`src/rtl/dram_pkg.sv`:
```
// Shared state encoding and default timing values for the DRAM command sequencer.
package dram_pkg;

   typedef enum logic [2:0] {
      POWER_UP  = 3'd0,
      IDLE      = 3'd1,
      ACTIVATE  = 3'd2,
      READ      = 3'd3,
      WRITE     = 3'd4,
      PRECHARGE = 3'd5,
      PRE_ALL   = 3'd6,
      REFRESH   = 3'd7
   } dram_state_t;

   localparam int unsigned T_INIT_DEF = 200;
   localparam int unsigned T_RCD_DEF  = 3;
   localparam int unsigned T_RP_DEF   = 3;
   localparam int unsigned T_CL_DEF   = 4;
   localparam int unsigned T_WR_DEF   = 4;
   localparam int unsigned T_RFC_DEF  = 16;

   function automatic int unsigned maxU(input int unsigned a, input int unsigned b);
      return (a > b) ? a : b;
   endfunction

endpackage

```
`src/rtl/dram_bank_tracker.sv`:
```
// Per-bank open-page table: open flag plus open row, with hit lookup for the requested bank.
module dram_bank_tracker
   import dram_pkg::*;
#(
   parameter int unsigned NBANK = 4,
   parameter int unsigned ROW_W = 14
)(
   input  logic                     clk,
   input  logic                     rst,
   input  logic [$clog2(NBANK)-1:0] lookBank,
   input  logic [ROW_W-1:0]         lookRow,
   input  logic [$clog2(NBANK)-1:0] setBank,
   input  logic                     openEn,
   input  logic                     closeEn,
   input  logic                     clearAll,
   output logic                     bankOpen_c,
   output logic                     rowHit_c,
   output logic                     anyOpen_c
);

   logic [NBANK-1:0] openFlag;
   logic [ROW_W-1:0] openRow [NBANK];

   // Flag/row update; clearAll wins over single-bank updates
   always_ff @(posedge clk) begin
      if (rst) begin
         openFlag <= '0;
         for (int i = 0; i < int'(NBANK); i++) openRow[i] <= '0;
      end else if (clearAll) begin
         openFlag <= '0;
      end else begin
         if (openEn) begin
            openFlag[setBank] <= 1'b1;
            openRow[setBank]  <= lookRow;
         end
         if (closeEn) openFlag[setBank] <= 1'b0;
      end
   end

   assign bankOpen_c = openFlag[lookBank];
   assign rowHit_c   = (openRow[lookBank] == lookRow);
   assign anyOpen_c  = |openFlag;

endmodule

```
`src/rtl/dram_cmd_fsm_mb.sv`:
```
// DRAM command sequencer: power-up wait, open-page access with activate/precharge,
// and refresh with precharge-all. Timing driven by a single down-counter.
module dram_cmd_fsm_mb
   import dram_pkg::*;
#(
   parameter int unsigned NBANK  = 4,
   parameter int unsigned ROW_W  = 14,
   parameter int unsigned T_INIT = T_INIT_DEF,
   parameter int unsigned T_RCD  = T_RCD_DEF,
   parameter int unsigned T_RP   = T_RP_DEF,
   parameter int unsigned T_CL   = T_CL_DEF,
   parameter int unsigned T_WR   = T_WR_DEF,
   parameter int unsigned T_RFC  = T_RFC_DEF
)(
   input  logic                     CLK,
   input  logic                     RST,
   input  logic                     dREN,
   input  logic                     dWEN,
   input  logic [$clog2(NBANK)-1:0] req_bank,
   input  logic [ROW_W-1:0]         req_row,
   input  logic                     rf_req,
   output dram_state_t              cmd_state,
   output dram_state_t              ncmd_state,
   output logic [$clog2(NBANK)-1:0] cmd_bank,
   output logic                     init_done,
   output logic                     row_resolve,
   output logic                     ram_wait
);

   localparam int unsigned T_MAX = maxU(maxU(maxU(T_INIT, T_RCD), maxU(T_RP, T_CL)),
                                        maxU(T_WR, T_RFC));
   localparam int unsigned CNT_W = $clog2(T_MAX + 1);

   logic [CNT_W-1:0] tcnt;
   logic [CNT_W-1:0] tload;
   logic             tdone;
   logic             accessRd;
   logic             startAccess;
   logic             startRefresh;
   logic             openEn;
   logic             closeEn;
   logic             clearAll;
   logic             bankOpen_c;
   logic             rowHit_c;
   logic             anyOpen_c;

   assign tdone    = (tcnt == CNT_W'(1));
   assign clearAll = (cmd_state == PRE_ALL) || (cmd_state == REFRESH);

   dram_bank_tracker #(
      .NBANK (NBANK),
      .ROW_W (ROW_W)
   ) uTracker (
      .clk        (CLK),
      .rst        (RST),
      .lookBank   (req_bank),
      .lookRow    (req_row),
      .setBank    (cmd_bank),
      .openEn     (openEn),
      .closeEn    (closeEn),
      .clearAll   (clearAll),
      .bankOpen_c (bankOpen_c),
      .rowHit_c   (rowHit_c),
      .anyOpen_c  (anyOpen_c)
   );

   // Next state and per-cycle strobes; row_resolve/ram_wait mark the deciding cycle
   always_comb begin
      ncmd_state   = cmd_state;
      row_resolve  = 1'b0;
      ram_wait     = 1'b1;
      openEn       = 1'b0;
      closeEn      = 1'b0;
      startAccess  = 1'b0;
      startRefresh = 1'b0;
      case (cmd_state)
         POWER_UP: if (tdone) ncmd_state = IDLE;
         IDLE: begin
            if (rf_req) begin
               startRefresh = 1'b1;
               ncmd_state   = anyOpen_c ? PRE_ALL : REFRESH;
            end else if (dREN || dWEN) begin
               startAccess = 1'b1;
               if (!bankOpen_c) begin
                  ncmd_state = ACTIVATE;
               end else if (!rowHit_c) begin
                  ncmd_state = PRECHARGE;
               end else begin
                  ncmd_state  = dREN ? READ : WRITE;
                  row_resolve = 1'b1;
               end
            end
         end
         ACTIVATE: if (tdone) begin
            ncmd_state  = accessRd ? READ : WRITE;
            row_resolve = 1'b1;
            openEn      = 1'b1;
         end
         READ, WRITE: if (tdone) begin
            ncmd_state = IDLE;
            ram_wait   = 1'b0;
         end
         PRECHARGE: if (tdone) begin
            ncmd_state = ACTIVATE;
            closeEn    = 1'b1;
         end
         PRE_ALL: if (tdone) ncmd_state = REFRESH;
         REFRESH: if (tdone) ncmd_state = IDLE;
         default: ncmd_state = POWER_UP;
      endcase
   end

   // Timing value loaded on entry to each state
   always_comb begin
      tload = CNT_W'(1);
      case (ncmd_state)
         POWER_UP:           tload = CNT_W'(T_INIT);
         ACTIVATE:           tload = CNT_W'(T_RCD);
         READ:               tload = CNT_W'(T_CL);
         WRITE:              tload = CNT_W'(T_WR);
         PRECHARGE, PRE_ALL: tload = CNT_W'(T_RP);
         REFRESH:            tload = CNT_W'(T_RFC);
         default:            tload = CNT_W'(1);
      endcase
   end

   always_ff @(posedge CLK) begin
      if (RST) cmd_state <= POWER_UP;
      else     cmd_state <= ncmd_state;
   end

   // Counter, latched access context and init flag
   always_ff @(posedge CLK) begin
      if (RST) begin
         tcnt      <= CNT_W'(T_INIT);
         cmd_bank  <= '0;
         accessRd  <= 1'b0;
         init_done <= 1'b0;
      end else begin
         if (ncmd_state != cmd_state) tcnt <= tload;
         else if (tcnt > CNT_W'(1))   tcnt <= tcnt - CNT_W'(1);
         if (startAccess) begin
            cmd_bank <= req_bank;
            accessRd <= dREN;
         end else if (startRefresh) begin
            cmd_bank <= '0;
         end
         if ((cmd_state == POWER_UP) && (ncmd_state == IDLE)) init_done <= 1'b1;
      end
   end

endmodule

```
`config.mk`:
```
export PLATFORM = sky130hd
export DESIGN_NAME = dram_cmd_fsm_mb
export DESIGN_NICKNAME = d
export VERILOG_FILES = /design/src/rtl/dram_pkg.sv /design/src/rtl/dram_bank_tracker.sv /design/src/rtl/dram_cmd_fsm_mb.sv
export SDC_FILE = /design/constraint.sdc
export NUM_CORES = 1
export LEC_CHECK = 0
export ABC_AREA = 1
export CORE_MARGIN = 4
export CORE_UTILIZATION = 40
export CTS_BUF_LIST = sky130_fd_sc_hd__clkbuf_8
export CTS_CLUSTER_DIAMETER = 100
export DETAILED_ROUTE_END_ITERATION = 12
export SLEW_MARGIN = 20
export SYNTH_ARGS = -nofsm -noshare
export SYNTH_HDL_FRONTEND = slang
export SYNTH_HIERARCHICAL = 1
export SYNTH_SLANG_ARGS = --single-unit
```
`constraint.sdc`:
```
create_clock -name CLK -period 10.6 [get_ports CLK]
set_input_delay 3.18 -clock CLK [delete_from_list [all_inputs] [get_ports CLK]]
set_output_delay 3.18 -clock CLK [all_outputs]
set_load 0.03 [all_outputs]
```
==> impl_metrics.prom <==
# TYPE chip_impl_metric gauge
chip_impl_info{name="status",value="finished, final reports clean"} 1
chip_impl_metric{name="asyncSetResetFlopFracSynth",unit="%"} 0
chip_impl_metric{name="cap_viol_max_count",unit=""} 0
chip_impl_metric{name="netlist-cell-type-count",unit=""} 37
chip_impl_metric{name="worst_pin_slew",unit="ns"} 0.9574
chip_impl_metric{name="worst_ir_drop_vdd",unit="mV"} 0.06832
chip_impl_metric{name="static-leakage-power",unit="nW"} 2.018
chip_impl_metric{name="h-tree-depth",unit=""} 3
chip_impl_metric{name="antenna_found_initial",unit=""} 0
chip_impl_metric{name="route.vias.total",unit=""} 3374
chip_impl_metric{name="core_footprint",unit="µm²"} 10280
chip_impl_metric{name="power_density_over_the_cells",unit="nW/µm²"} 127.5
chip_impl_metric{name="register_to_register_path_depth",unit=""} 10
chip_impl_metric{name="fraction_of_synthesized_cell_area_taken_by_the_top_area_cell_type",unit="%"} 39.92
chip_impl_metric{name="fmaxAchievable",unit="MHz"} 103.8
chip_impl_info{name="synthTopCellsByArea",value="sky130_fd_sc_hd__edfxtp_1, sky130_fd_sc_hd__nand2_1, sky130_fd_sc_hd__dfxtp_1, sky130_fd_sc_hd__nand3_1, sky130_fd_sc_hd__nor2_1"} 1
chip_impl_metric{name="avgSynthCellArea",unit="µm²"} 8.040
chip_impl_info{name="unrepaired_setup_endpoints_after_global_routing",value="false"} 1
chip_impl_metric{name="first_iter_violations",unit=""} 199
chip_impl_metric{name="report.final.slew_viol_count",unit=""} 0
chip_impl_metric{name="setup_total_negative_slack",unit="ns"} 0
chip_impl_metric{name="ys.warnings.count",unit=""} 6
chip_impl_metric{name="hold-path-cell-count",unit=""} 2
chip_impl_metric{name="post_drt_via_cell_ratio",unit=""} 4.862
chip_impl_metric{name="slew_headroom",unit="%"} 36.16
chip_impl_metric{name="ys_seq_area_share",unit="%"} 48.95
chip_impl_info{name="synth_top_cell_by_area",value="sky130_fd_sc_hd__edfxtp_1"} 1
chip_impl_metric{name="finalCoreUtilization",unit="%"} 46.76
chip_impl_metric{name="arrival",unit="ns"} 6.45
chip_impl_metric{name="fin_worst_skew",unit="ns"} 0.008659
chip_impl_info{name="yosys_most_used_dff",value="sky130_fd_sc_hd__edfxtp_1"} 1
chip_impl_metric{name="die_w",unit="µm"} 110.6
chip_impl_metric{name="initial_core_util",unit="%"} 40.99
chip_impl_metric{name="post-route-period-util",unit="%"} 90.87
chip_impl_metric{name="place_congestion",unit=""} 0.8157
chip_impl_metric{name="nets",unit=""} 576
chip_impl_info{name="timing.hold.worst.class",value="reg2reg"} 1
chip_impl_metric{name="vias_in_the_first_global_route",unit=""} 3358
chip_impl_info{name="synth_top_cells_by_count",value="sky130_fd_sc_hd__nand2_1, sky130_fd_sc_hd__nor2_1, sky130_fd_sc_hd__nand3_1"} 1
chip_impl_metric{name="synth_nets",unit=""} 547
chip_impl_info{name="crit_type",value="in2out"} 1
chip_impl_metric{name="drt_pre_antenna_iters",unit=""} 4
chip_impl_metric{name="grt_start_max_net_pins",unit=""} 32
chip_impl_metric{name="post-dp-hpwl",unit="µm"} 6481
chip_impl_metric{name="cts_resized",unit=""} 0
chip_impl_metric{name="area_of_the_die",unit="µm²"} 12240
chip_impl_info{name="cts_root_buffer",value="sky130_fd_sc_hd__clkbuf_8"} 1
chip_impl_metric{name="cts_buffer_depth",unit=""} 2
chip_impl_metric{name="finalWirelength",unit="µm"} 9800
chip_impl_metric{name="postCtsHoldBufs",unit=""} 0
chip_impl_metric{name="worst_setup_hold_path_clk_slew",unit="ns"} 0.08
chip_impl_metric{name="antennaDiodeCount",unit=""} 0
chip_impl_info{name="clock_tree_from_tritoncts",value="yes"} 1
chip_impl_metric{name="clk_latency",unit="ns"} 0.35
chip_impl_metric{name="io_pins",unit=""} 32
chip_impl_metric{name="cts_inserted_buffers",unit=""} 9
chip_impl_metric{name="post_cts_setup_bufs",unit=""} 0
chip_impl_metric{name="hold_violations",unit=""} 0
chip_impl_metric{name="post-route-min-period",unit="ns"} 9.632
chip_impl_metric{name="postSynthCellCount",unit=""} 524
chip_impl_metric{name="critical_path_required",unit="ns"} 7.42
chip_impl_metric{name="synth_area",unit="µm²"} 4213
chip_impl_info{name="synth.most_common_cell",value="sky130_fd_sc_hd__nand2_1"} 1
chip_impl_metric{name="number_of_sinks_handled_by_clock_tree_synthesis",unit=""} 75
chip_impl_metric{name="count_of_flip_flops_with_a_built_in_enable_after_synthesis",unit=""} 56
chip_impl_metric{name="numPortBuffers",unit=""} 31
chip_impl_metric{name="row_count",unit=""} 37
chip_impl_metric{name="antenna_left",unit=""} 0
chip_impl_metric{name="ys_seq_elements",unit=""} 75
chip_impl_metric{name="worstPathMaxFanout",unit=""} 31
chip_impl_metric{name="first_pass_grt_wire_length",unit="µm"} 16180
chip_impl_metric{name="die_height",unit="µm"} 110.6
chip_impl_metric{name="remaining_drc_errors",unit=""} 0
chip_impl_metric{name="routedWlPerCell",unit="µm"} 14.12
chip_impl_metric{name="total_gr_overflow",unit=""} 0
chip_impl_metric{name="grt_use_total",unit="%"} 16.45
chip_impl_info{name="critical_path_sink_type",value="output port"} 1
chip_impl_metric{name="drive_above_1_share",unit="%"} 13.80
chip_impl_metric{name="setup_viol_count_final",unit=""} 0
chip_impl_metric{name="area_growth_syn_to_layout",unit="%"} 14.08
chip_impl_info{name="critical_path.startpoint_type",value="input port"} 1
## report_power, final
part,switching (W),internal (W),total [W]
sequential,0.00000612,0.000326,0.000332
clock,0.000106,0.000106,0.000212
combinational,0.0000417,0.0000270,0.0000687
total,0.000154,0.000459,0.000613
## critical path, stage by stage
cell and delay, ns:
sky130_fd_sc_hd__clkdlybuf4s50_1 0.46, sky130_fd_sc_hd__inv_2 0.43, sky130_fd_sc_hd__nand2_1 0.11, sky130_fd_sc_hd__nand3_1 0.11, sky130_fd_sc_hd__nand2_1 0.06, sky130_fd_sc_hd__nand2_1 0.05, sky130_fd_sc_hd__nand2_1 0.05, sky130_fd_sc_hd__nor2_1 0.16
sky130_fd_sc_hd__nand3_1 0.10, sky130_fd_sc_hd__nor2_1 0.22, sky130_fd_sc_hd__nand2_1 0.08, sky130_fd_sc_hd__nand2_1 0.06, sky130_fd_sc_hd__nand2_1 0.09, sky130_fd_sc_hd__a31oi_4 0.18, sky130_fd_sc_hd__nand2_2 0.12, sky130_fd_sc_hd__nand2_1 0.08
sky130_fd_sc_hd__nand3_1 0.09, sky130_fd_sc_hd__a21oi_1 0.13, sky130_fd_sc_hd__clkdlybuf4s50_1 0.68
## flip-flops by register name (all words and copies together), names as in the netlist
| register | count |
|---|---|
| accessRd | 1 |
| cmd_bank | 2 |
| cmd_state | 3 |
| init_done | 1 |
| tcnt | 8 |
| uTracker/openFlag | 4 |
| uTracker/openRow | 56 |
## metal layers
metal | GRT usage [%] | part of all wire (%) | vias to the layer above
met5 | 0 | 0 | -
met4 | 5.829 | 2.1 | 0
met3 | 4.164 | 4.5 | 17
met2 | 28.64 | 49 | 64
met1 | 19.64 | 44 | 1547
li1 | - | - | 1746
## path summary, 6_finish.rpt
| path | startpoint | to | slack, ns |
|---|---|---|---|
| worst min-delay path | init_done | init_done | 0.46 |
| worst min register to register | init_done | init_done | 0.46 |
| worst max register to register | tcnt[1] | uTracker/openRow[2][2] | 7.94 |
| worst max-delay path | req_bank[0] | row_resolve | 0.97 |
## logic make-up after synthesis
| kind of cell | synth area share [%] |
|---|---|
| buffers and inverters | 8.375 |
| xor gates and xnor gates | 1.455 |
| DFF | 48.95 |
| AOI/OAI and AO/OA | 4.633 |
| adders and majority gates | 0.5939 |
| and+or+nand+nor | 36.00 |
## final cells by class
cell class | instances | area (µm²)
clock inverters | 7 | 61.31
fillers | 1030 | 5472
repair buffers | 33 | 325.3
clock buffers | 9 | 123.9
inverters | 66 | 250.2
multi-input cells | 368 | 1813
well taps | 136 | 170.2
flip-flops and latches | 75 | 2062
## metrics by stage
stage                     instances  hold WS [ns]  instance area, µm²  setup WS, ns  power (W)
after floorplan                 524        0.4365                4213         2.247  0.0003863
after global placement          678        0.4428                4621         1.008  0.0004066
after detailed placement        678        0.4489                4621        0.9922  0.0004077
after CTS                       694        0.4640                4806        0.9448  0.0006188
after global routing            694        0.5011                4806        0.5886  0.0006397
final                           694        0.4586                4806        0.9675  0.0006127
## layout by cell type, fill, tap and decap left out, drive strengths merged
| cell type | count |
|---|---|
| nand2 | 158 |
| nor2 | 96 |
| inv | 68 |
| nand3 | 65 |
| edfxtp | 56 |
| clkdlybuf4s50 | 31 |
| dfxtp | 19 |
| a21oi | 15 |
| o21ai | 11 |
| clkbuf | 9 |
| nand4 | 4 |
| xor2 | 4 |
| nor3 | 4 |
| clkinv | 4 |
| xnor2 | 3 |
| ha | 2 |
| buf | 2 |
| a31oi | 1 |
| o211ai | 1 |
| nor4 | 1 |
| o31ai | 1 |
| bufinv | 1 |
| a211oi | 1 |
| a221oi | 1 |
Power figures use the tool's default switching activity.
